### src/rtl/usb_fifo_sched_pkg.sv
// Shared types and constants for the FX2 slave-FIFO write scheduler.
// Optional packet commit is enabled with the USB_SCHED_PKTEND_EN macro.
package usb_sched_pkg;

    typedef enum logic [1:0] {
        IDLE   = 2'd0,
        SETUP  = 2'd1,
        XFER   = 2'd2,
        PKTEND = 2'd3
    } sched_state_e;

    localparam logic [1:0] FIFOADR_EP6 = 2'b10;
    localparam logic [1:0] FIFOADR_EP8 = 2'b11;

    localparam int MAX_BURST_LIMIT = 1024;
    localparam int BEAT_W          = $clog2(MAX_BURST_LIMIT + 1);

    // FIFOADR for a one-hot winner; requester 1 only when it alone holds the grant.
    function automatic logic [1:0] ep_addr_sel(input logic [1:0] gnt,
                                               input logic [1:0] a0,
                                               input logic [1:0] a1);
        return (gnt == 2'b10) ? a1 : a0;
    endfunction

endpackage

### src/rtl/usb_fifo_sched_if.sv
// Requester handshakes and FX2 slave-FIFO pins of the write scheduler.
interface usb_fifo_sched_if;
    logic       req0_valid;
    logic [7:0] req0_data;
    logic       req0_last;
    logic       req0_ready;
    logic       req1_valid;
    logic [7:0] req1_data;
    logic       req1_last;
    logic       req1_ready;
    logic       fifo_full_n;
    logic [7:0] fifo_data;
    logic       fifo_slwr_n;
    logic       fifo_pktend_n;
    logic [1:0] fifo_addr;
    logic [1:0] grant;

    modport slave (
        input  req0_valid, req0_data, req0_last, req1_valid, req1_data, req1_last, fifo_full_n,
        output req0_ready, req1_ready, fifo_data, fifo_slwr_n, fifo_pktend_n, fifo_addr, grant
    );

    modport master (
        output req0_valid, req0_data, req0_last, req1_valid, req1_data, req1_last, fifo_full_n,
        input  req0_ready, req1_ready, fifo_data, fifo_slwr_n, fifo_pktend_n, fifo_addr, grant
    );
endinterface

### src/rtl/usb_fifo_sched_rr_arb2.sv
// Two-way round-robin arbiter: on contention the requester not served last wins.
module rr_arb2 (
    input  logic       clk,
    input  logic       rst,
    input  logic [1:0] req,
    input  logic       update,
    input  logic [1:0] owner,
    output logic [1:0] gnt
);
    logic last_r;

    // Remember who was served last; reset as if requester 1 was, so requester 0 is favoured.
    always_ff @(posedge clk) begin
        if (rst) begin
            last_r <= 1'b1;
        end else if (update) begin
            last_r <= (owner == 2'b10);
        end else begin
            last_r <= last_r;
        end
    end

    // One-hot winner selection.
    always_comb begin
        gnt = 2'b00;
        case (req)
            2'b01:   gnt = 2'b01;
            2'b10:   gnt = 2'b10;
            2'b11:   gnt = last_r ? 2'b01 : 2'b10;
            default: gnt = 2'b00;
        endcase
    end
endmodule

### src/rtl/usb_fifo_sched.sv
// Arbitrates two byte streams onto an FX2 slave FIFO write port.
// Define USB_SCHED_PKTEND_EN to commit packets with a PKTEND strobe after a last byte.
module usb_fifo_sched
    import usb_sched_pkg::*;
#(
    parameter int         MAX_BURST = 512,
    parameter logic [1:0] EP_ADDR0  = FIFOADR_EP6,
    parameter logic [1:0] EP_ADDR1  = FIFOADR_EP8
) (
    input  logic            USB_CLKO,
    input  logic            USB_RESET2,
    usb_fifo_sched_if.slave bus
);
    localparam logic [BEAT_W-1:0] BEAT_MAX = BEAT_W'(MAX_BURST);

    sched_state_e      state_r, state_s;
    logic [1:0]        grant_r, grant_s;
    logic [1:0]        addr_r, addr_s;
    logic [7:0]        data_r, data_s;
    logic              slwr_n_r, slwr_n_s;
    logic [BEAT_W-1:0] beat_r, beat_s;
    logic              pktend_n_s;
    logic              release_s;
    logic [1:0]        arb_gnt_s;
    logic              owner_valid_s, owner_last_s, can_take_s, hs_s;
    logic [7:0]        owner_data_s;

    rr_arb2 u_arb (
        .clk    (USB_CLKO),
        .rst    (USB_RESET2),
        .req    ({bus.req1_valid, bus.req0_valid}),
        .update (release_s),
        .owner  (grant_r),
        .gnt    (arb_gnt_s)
    );

    assign owner_valid_s = (grant_r[0] & bus.req0_valid) | (grant_r[1] & bus.req1_valid);
    assign owner_data_s  = grant_r[1] ? bus.req1_data : bus.req0_data;
    assign owner_last_s  = grant_r[1] ? bus.req1_last : bus.req0_last;
    // Ready is withheld during reset so no byte is reported accepted and then dropped.
    assign can_take_s    = (state_r == XFER) & bus.fifo_full_n & (beat_r < BEAT_MAX) & ~USB_RESET2;
    assign hs_s          = can_take_s & owner_valid_s;

    assign bus.req0_ready = can_take_s & grant_r[0];
    assign bus.req1_ready = can_take_s & grant_r[1];
    assign bus.grant      = grant_r;
    assign bus.fifo_addr  = addr_r;
    assign bus.fifo_data  = data_r;
    assign bus.fifo_slwr_n = slwr_n_r;

    // Next-state and next-output decode.
    always_comb begin
        state_s    = state_r;
        grant_s    = grant_r;
        addr_s     = addr_r;
        data_s     = data_r;
        slwr_n_s   = 1'b1;
        beat_s     = beat_r;
        pktend_n_s = 1'b1;
        release_s  = 1'b0;
        case (state_r)
            IDLE: begin
                if (arb_gnt_s != 2'b00) begin
                    grant_s = arb_gnt_s;
                    addr_s  = ep_addr_sel(arb_gnt_s, EP_ADDR0, EP_ADDR1);
                    beat_s  = '0;
                    state_s = SETUP;
                end else begin
                    state_s = IDLE;
                end
            end
            SETUP: state_s = XFER;
            XFER: begin
                if (!owner_valid_s) begin
                    state_s   = IDLE;
                    grant_s   = 2'b00;
                    release_s = 1'b1;
                end else if (hs_s) begin
                    data_s   = owner_data_s;
                    slwr_n_s = 1'b0;
                    beat_s   = beat_r + BEAT_W'(1);
                    if (owner_last_s) begin
`ifdef USB_SCHED_PKTEND_EN
                        state_s = PKTEND;
`else
                        state_s   = IDLE;
                        grant_s   = 2'b00;
                        release_s = 1'b1;
`endif
                    end else if ((beat_r + BEAT_W'(1)) >= BEAT_MAX) begin
                        state_s   = IDLE;
                        grant_s   = 2'b00;
                        release_s = 1'b1;
                    end else begin
                        state_s = XFER;
                    end
                end else begin
                    state_s = XFER;
                end
            end
            PKTEND: begin
                pktend_n_s = 1'b0;
                state_s    = IDLE;
                grant_s    = 2'b00;
                release_s  = 1'b1;
            end
            default: begin
                state_s = IDLE;
                grant_s = 2'b00;
            end
        endcase
    end

    // State and output registers; reset also drops any strobe decoded this cycle.
    always_ff @(posedge USB_CLKO) begin
        if (USB_RESET2) begin
            state_r  <= IDLE;
            grant_r  <= 2'b00;
            addr_r   <= EP_ADDR0;
            data_r   <= 8'h00;
            slwr_n_r <= 1'b1;
            beat_r   <= '0;
        end else begin
            state_r  <= state_s;
            grant_r  <= grant_s;
            addr_r   <= addr_s;
            data_r   <= data_s;
            slwr_n_r <= slwr_n_s;
            beat_r   <= beat_s;
        end
    end

`ifdef USB_SCHED_PKTEND_EN
    logic pktend_n_r;

    // Packet-commit strobe register.
    always_ff @(posedge USB_CLKO) begin
        if (USB_RESET2) begin
            pktend_n_r <= 1'b1;
        end else begin
            pktend_n_r <= pktend_n_s;
        end
    end

    assign bus.fifo_pktend_n = pktend_n_r;
`else
    assign bus.fifo_pktend_n = 1'b1;
    logic unused_s;
    assign unused_s = pktend_n_s;
`endif
endmodule

### src/flat_wrapper.sv
// flat-port wrapper written by rule: the top's interface ports become plain ports
module usb_fifo_sched_flat import usb_sched_pkg::*;
#(
    parameter int         MAX_BURST = 512,
    parameter logic [1:0] EP_ADDR0  = FIFOADR_EP6,
    parameter logic [1:0] EP_ADDR1  = FIFOADR_EP8
)
  (USB_CLKO, USB_RESET2, bus_req0_valid, bus_req0_data, bus_req0_last, bus_req1_valid, bus_req1_data, bus_req1_last, bus_fifo_full_n, bus_req0_ready, bus_req1_ready, bus_fifo_data, bus_fifo_slwr_n, bus_fifo_pktend_n, bus_fifo_addr, bus_grant);
  usb_fifo_sched_if bus_i ();
  input  logic USB_CLKO;
  input  logic USB_RESET2;
  input wire logic [$bits(bus_i.req0_valid)-1:0] bus_req0_valid;
  input wire logic [$bits(bus_i.req0_data)-1:0] bus_req0_data;
  input wire logic [$bits(bus_i.req0_last)-1:0] bus_req0_last;
  input wire logic [$bits(bus_i.req1_valid)-1:0] bus_req1_valid;
  input wire logic [$bits(bus_i.req1_data)-1:0] bus_req1_data;
  input wire logic [$bits(bus_i.req1_last)-1:0] bus_req1_last;
  input wire logic [$bits(bus_i.fifo_full_n)-1:0] bus_fifo_full_n;
  output wire logic [$bits(bus_i.req0_ready)-1:0] bus_req0_ready;
  output wire logic [$bits(bus_i.req1_ready)-1:0] bus_req1_ready;
  output wire logic [$bits(bus_i.fifo_data)-1:0] bus_fifo_data;
  output wire logic [$bits(bus_i.fifo_slwr_n)-1:0] bus_fifo_slwr_n;
  output wire logic [$bits(bus_i.fifo_pktend_n)-1:0] bus_fifo_pktend_n;
  output wire logic [$bits(bus_i.fifo_addr)-1:0] bus_fifo_addr;
  output wire logic [$bits(bus_i.grant)-1:0] bus_grant;
  assign bus_i.req0_valid = bus_req0_valid;
  assign bus_i.req0_data = bus_req0_data;
  assign bus_i.req0_last = bus_req0_last;
  assign bus_i.req1_valid = bus_req1_valid;
  assign bus_i.req1_data = bus_req1_data;
  assign bus_i.req1_last = bus_req1_last;
  assign bus_i.fifo_full_n = bus_fifo_full_n;
  assign bus_req0_ready = bus_i.req0_ready;
  assign bus_req1_ready = bus_i.req1_ready;
  assign bus_fifo_data = bus_i.fifo_data;
  assign bus_fifo_slwr_n = bus_i.fifo_slwr_n;
  assign bus_fifo_pktend_n = bus_i.fifo_pktend_n;
  assign bus_fifo_addr = bus_i.fifo_addr;
  assign bus_grant = bus_i.grant;
  usb_fifo_sched #(.MAX_BURST(MAX_BURST), .EP_ADDR0(EP_ADDR0), .EP_ADDR1(EP_ADDR1)) u_core (.USB_CLKO(USB_CLKO), .USB_RESET2(USB_RESET2), .bus(bus_i));
endmodule
### config.mk
export PLATFORM = sky130hd
export DESIGN_NAME = usb_fifo_sched_flat
export DESIGN_NICKNAME = d
export VERILOG_FILES = /design/src/rtl/usb_fifo_sched_pkg.sv /design/src/rtl/usb_fifo_sched_if.sv /design/src/rtl/usb_fifo_sched_rr_arb2.sv /design/src/rtl/usb_fifo_sched.sv /design/src/flat_wrapper.sv
export SDC_FILE = /design/constraint.sdc
export NUM_CORES = 1
export LEC_CHECK = 0
export CORE_MARGIN = 2
export CORE_UTILIZATION = 41
export DETAILED_ROUTE_END_ITERATION = 12
export GPL_TIMING_DRIVEN = 0
export PLACE_DENSITY_LB_ADDON = 0.15
export SLEW_MARGIN = 10
export SYNTH_ARGS = -nofsm -noshare
export SYNTH_HDL_FRONTEND = slang
export SYNTH_SLANG_ARGS = --single-unit
### constraint.sdc
create_clock -name USB_CLKO -period 1.85 [get_ports USB_CLKO]
set_input_delay 0.185 -clock USB_CLKO [delete_from_list [all_inputs] [get_ports USB_CLKO]]
set_output_delay 0.185 -clock USB_CLKO [all_outputs]
set_load 0.01 [all_outputs]
## Word level (Yosys, flattened, before mapping)

Index checks and enable logic that the tools add are counted.

| storage, ports and cells | value |
|---|---|
| register bits after elaboration | 27 |
| input port bits | 23 |
| output and inout bits | 16 |
| word-level logic and storage cells | 71 |

| cells by class | value |
|---|---|
| add/subtract/negate cells | 1 |
| magnitude comparators | 2 |
| eq/ne operators | 13 |
| muxes and demuxes | 27 |
| bitwise gates (word level) | 12 |
| reduce and logical (&&, ||, !) cells | 9 |

Operators with widths:

| kind | count |
|---|---|
| $mux 11 | 3 |
| $pmux 11 s2 | 1 |
| $mux 2 | 10 |
| $eq 2x2->1 const B | 6 |
| $pmux 2 s3 | 2 |
| $add 11x1->11 const B | 1 |
| $ge 11x10->1 const B | 1 |
| $lt 11x10->1 const B | 1 |
| $and 1x1->1 | 8 |
| $mux 1 | 8 |
| $mux 8 | 1 |
| $pmux 2 s4 | 1 |
| $reduce_and 4->1 | 2 |
| $ne 2x1->1 const B | 3 |
| $eq 2x1->1 const B | 2 |
| $ne 4x4->1 const B | 1 |
| $reduce_bool 2->1 | 2 |
| $ne 3x3->1 const B | 1 |
| $not 1->1 | 3 |
| $reduce_and 3->1 | 1 |
| $reduce_bool 3->1 | 1 |
| $reduce_or 3->1 | 1 |
| $logic_not 2->1 | 1 |
| $pmux 1 s2 | 1 |
| 2 further kinds | 2 |

## Depth between registers and ports, before layout

| logic depth | value |
|---|---|
| depth in word-level cells | 8 |
| depth in mapped cells | 7 |
| gate-level depth less buffers | 6 |

## By module

Synthesis repeated with hierarchy kept, for this count alone.

| second synthesis, totals | value |
|---|---|
| cell total of the unflattened synthesis | 158 |
| area, all modules | 1400.1 um^2 |

Modules (own cells, without submodules):

| module | instances | cells each | area each (um^2) |
|---|---|---|---|
| usb_fifo_sched | 1 | 151 | 1338.8 |
| rr_arb2 | 1 | 7 | 61.3 |

## Worst setup path before layout

No wires, ideal clock.

| timing | value |
|---|---|
| path kind | reg-to-reg |
| start point | reg u_core.beat_r[9] |
| end point | reg u_core.beat_r[7] |
| setup time | 0.071 ns |
| arrival time | 1.653 ns |
| required time | 1.779 ns |
| path slack | 0.126 ns |
| stages on the path, launching flop included | 6 |
| clock period less this slack | 1.724 ns |
| path through | dfxtp_1 > nor4b_4 > a31oi_1 > o22a_1 > or4_1 > a21oi_1 |

| on the way | value |
|---|---|
| cells in the longest elaborated chain, start to end | 6 |

Ends and longest elaborated chain:

| item | line | RTL |
|---|---|---|
| start, declared | usb_fifo_sched.sv:21 | `logic [BEAT_W-1:0] beat_r, beat_s;` |
| start signal, assigned | usb_fifo_sched.sv:129 | `beat_r <= beat_s;` |
| $lt 11x10->1 | usb_fifo_sched.sv:41 | `assign can_take_s = (state_r == XFER) & bus.fifo_full_n & (beat_r < BEAT_MAX) & ~USB_RESET2;` |
| $and 1x1->1 (2 in a row) | usb_fifo_sched.sv:41 |  |
| $and 1x1->1 | usb_fifo_sched.sv:42 | `assign hs_s = can_take_s & owner_valid_s;` |
| $ne 2x1->1 (no source line) | n/a |  |
| $reduce_and 4->1 (no source line) | n/a |  |

No other way between the ends.
A chain may end at the register's enable or synchronous reset.

## Worst setup path in the final report

| timing | value |
|---|---|
| start point | reg u_core.beat_r[10] |
| end point | reg u_core.beat_r[7] |

Same word-level chain as after synthesis.

==> impl_metrics.py <==
metrics = {
    "status": {
        "status": "finished, violations left",
        "violations": "negative setup slack",
    },
    "floorplanning": {
        "die_h_um": 59.3,
        "die_area_um2": 3510,
        "start_util_pct": 42.1,
        "io_pins": 39,
        "num_rows": 20,
        "core-area_um2": 2980,
        "die_w_um": 59.3,
    },
    "timing": {
        "slew_headroom_pct": 67.9,
        "layout_worst_path_cycle_share_pct": 105,
        "tightest_slew_ps": 470,
        "final_max_slew_viol_count": 0,
        "setup_slack_ps": -99.3,
        "fin_crit_ps": 1950,
        "hold_violations": 0,
        "fin_setup_tns_ps": -273,
        "setup_viol": 5,
        "rsz0062_at_grt": "true",
        "max_freq_mhz": 513,
        "finalClockSkew_ps": 7.61,
    },
    "worst_setup_path": {
        "r2r_start": "u_core.beat_r[10]$_SDFFE_PP0P_",
        "crit_type": "reg2reg",
        "rr_endpoint": "u_core.beat_r[7]$_SDFFE_PP0P_",
        "r2r_cells": 6,
        "cp.required_ps": 2120,
        "crit_start": "u_core.beat_r[10]$_SDFFE_PP0P_",
        "cp_max_fo": 5,
        "start_kind": "register",
        "regToRegSetupSlack_ps": -100,
        "end_kind": "register",
        "arrival_ps": 2220,
    },
    "synth": {
        "synth_xor_area_share_pct": 2.80,
        "syn_area_per_cell_um2": 8.70,
        "yosysTopAreaCellShare_pct": 41.6,
        "yosysTopAreaCell": "dfxtp_1",
        "synth-simple-area-share_pct": 22.2,
        "synth-warning-count": 0,
        "ys_seq_area_share_pct": 41.6,
        "netlist_area_um2": 1250,
        "synth_cells": 144,
        "synth-compound-area-share_pct": 18.6,
        "yosys.area_share.adder_pct": 2.00,
        "synth_seq_cells": 26,
        "synth_top_family_by_area": "simple AND/OR/NAND/NOR gates",
        "synthTopCellsByArea": "dfxtp_1, mux2i_1, a211oi_1",
        "synth_mux_area_share_pct": 7.19,
        "ys_types": 34,
    },
    "cts": {
        "cts-root-buf": "clkbuf_4",
        "h-tree-depth": 1,
        "cts_made_buffers": 3,
        "cts_buffer_depth": 2,
        "path_clk_slew_ps": 150,
        "hold_buffers": 0,
        "cts_sinks": 26,
        "clkLatencyLatePin_ps": 330,
        "tritoncts": "built",
    },
    "global_route": {
        "grt-ovfl-total": 0,
        "grt_pass1_vias": 1100,
        "grt_usage_pct": 17.9,
        "grt_max_degree": 16,
        "grt_pass1_wl_um": 4700,
        "grt_antenna_before_repair": 0,
    },
    "power": {
        "peakVddDrop_mv": 0.455,
        "p_leak_nw": 0.705,
        "powerDensity_nw_per_um2": 676,
    },
    "detailed_routing": {
        "vias": 1236,
        "antenna_left": 0,
        "viasPerCell": 5.44,
        "dr.pass1.iters": 4,
        "wirelength_um": 3230,
        "wl_per_cell_um": 14.2,
        "drc": 0,
        "drtIter0Drc": 39,
    },
    "worst_hold_path": {
        "hold_start": "USB_RESET2",
        "whs_path_depth": 2,
        "min_path_type": "in2reg",
        "whs_endpoint": "u_core.bus.fifo_data[0]$_SDFFE_PP0P_",
    },
    "finish": {
        "fin_nets": 220,
        "syn_to_final_growth_pct": 50.9,
        "antennaDiodeCount": 0,
        "drive_gt1_share_pct": 18.6,
    },
    "run": {
        "cap_violations": 0,
    },
    "placement": {
        "dp_hpwl_um": 2140,
        "port_buffers": 35,
        "dp_slack_ps": -346,
        "globalplace.congestion": 0.889,
    },
}
-- flip-flops by register name, summed over array words and instances, names as in the netlist --
register	flops
u_core.state_r	2
u_core.bus.grant	2
u_core.bus.fifo_data	8
u_core.u_arb.last_r	1
u_core.bus.fifo_slwr_n	1
u_core.bus.fifo_addr	1
u_core.beat_r	11
-- power by group --
group | internal [mW] | switching [mW]
clock network | 0.219 | 0.180
registers | 0.579 | 0.0275
logic | 0.149 | 0.124
total | 0.948 | 0.331
-- worst max-delay path by stage --
stage | end | depth (start not counted) | slack, ps
floorplan | u_core.beat_r[7]$_SDFFE_PP0P_ | 5 | 130
global placement | u_core.beat_r[4]$_SDFFE_PP0P_ | 7 | -260
detailed placement | u_core.beat_r[4]$_SDFFE_PP0P_ | 7 | -350
CTS | u_core.beat_r[4]$_SDFFE_PP0P_ | 7 | -80
global route | u_core.beat_r[7]$_SDFFE_PP0P_ | 6 | -160
finish | u_core.beat_r[7]$_SDFFE_PP0P_ | 6 | -100
-- critical path, cell delays in order, from the launching register on --
cell	delay, ps
dfxtp_4	390
nor4b_4	330
buf_4	200
a31oi_4	100
o22a_4	270
or4_4	480
a21oi_2	120
-- synth_stat cells --
master / instances
clkbuf_1: 1
nand4_1: 1
or3_1: 5
a22oi_1: 2
xor2_1: 3
o22a_1: 1
nor2b_1: 2
o22ai_1: 1
xnor2_1: 1
buf_2: 3
nand2_1: 11
and2_1: 1
o211ai_1: 1
o21ai_0: 6
nor3_1: 2
nor4b_4: 1
a31oi_1: 3
o31ai_1: 3
a2111oi_0: 1
or4_1: 1
nand3_1: 6
mux2i_1: 9
buf_1: 1
ha_1: 2
inv_1: 6
and3_1: 4
dfxtp_1: 26
nor2_1: 13
a21oi_1: 11
buf_4: 3
a211oi_1: 8
and3b_1: 1
and4_1: 3
conb_1: 1
-- layer usage --
metal	track usage (%)	share of wire, %
met1	19.8	44
met3	4.59	5.0
met5	0	0
met4	8.44	0.56
met2	31.4	51
-- final cells by class --
cell class | count | area [um2]
well taps | 33 | 41.3
flip-flops and latches | 26 | 527
fillers | 270 | 1090
plain buffers | 8 | 71.3
clock inverters | 1 | 30.0
multi-input cells | 105 | 744
repair buffers | 45 | 432
clock buffers | 3 | 22.5
inverters | 6 | 22.5
-- metrics by stage --
stage | instance area, um2 | util, % | std cells | hold WS (ps) | power [mW]
2_1_floorplan | 1260 | - | 145 | 341 | 0.729
3_3_place_gp | 1650 | 55.3 | 213 | 446 | 0.820
3_5_place_dp | 1650 | 55.3 | 213 | 465 | 0.823
4_1_cts | 1730 | 58.2 | 220 | 96.7 | 1.23
5_1_grt | 1890 | 63.5 | 227 | 88.7 | 1.33
6_report | 1890 | 63.5 | 227 | 102 | 1.28
-- cells by family after synthesis --
| group | Yosys count |
|---|---|
| AND/OR/NAND/NOR | 51 |
| AO/OA/AOI/OAI | 37 |
| flip-flops | 26 |
| buffers and inverters | 14 |
| multiplexers | 9 |
| XOR/XNOR | 4 |
| adder cells (fa/ha/maj) | 2 |
| other | 1 |
-- repair_timing --
action / CTS / global route
buffers inserted: 3 / 7
endpoints found under the setup margin: 4 / 12
pin swaps: 2 / 17
resized for setup: 8 / 28
-- cells in the final DEF, fill, tap and decap left out, types with 3 or more instances in the layout --
master           instances
buf_4                   13
and4_1                   3
a211oi_1                 8
dfxtp_1                 23
buf_6                    3
nor2_1                  12
mux2i_1                  9
o21ai_0                  4
nand2_1                 11
clkdlybuf4s50_1         33
and3_1                   4
or3_1                    5
nand3_1                  5
a21oi_1                  9
inv_1                    6
xor2_1                   3
clkbuf_4                 3
(Power assumes the default switching activity.)
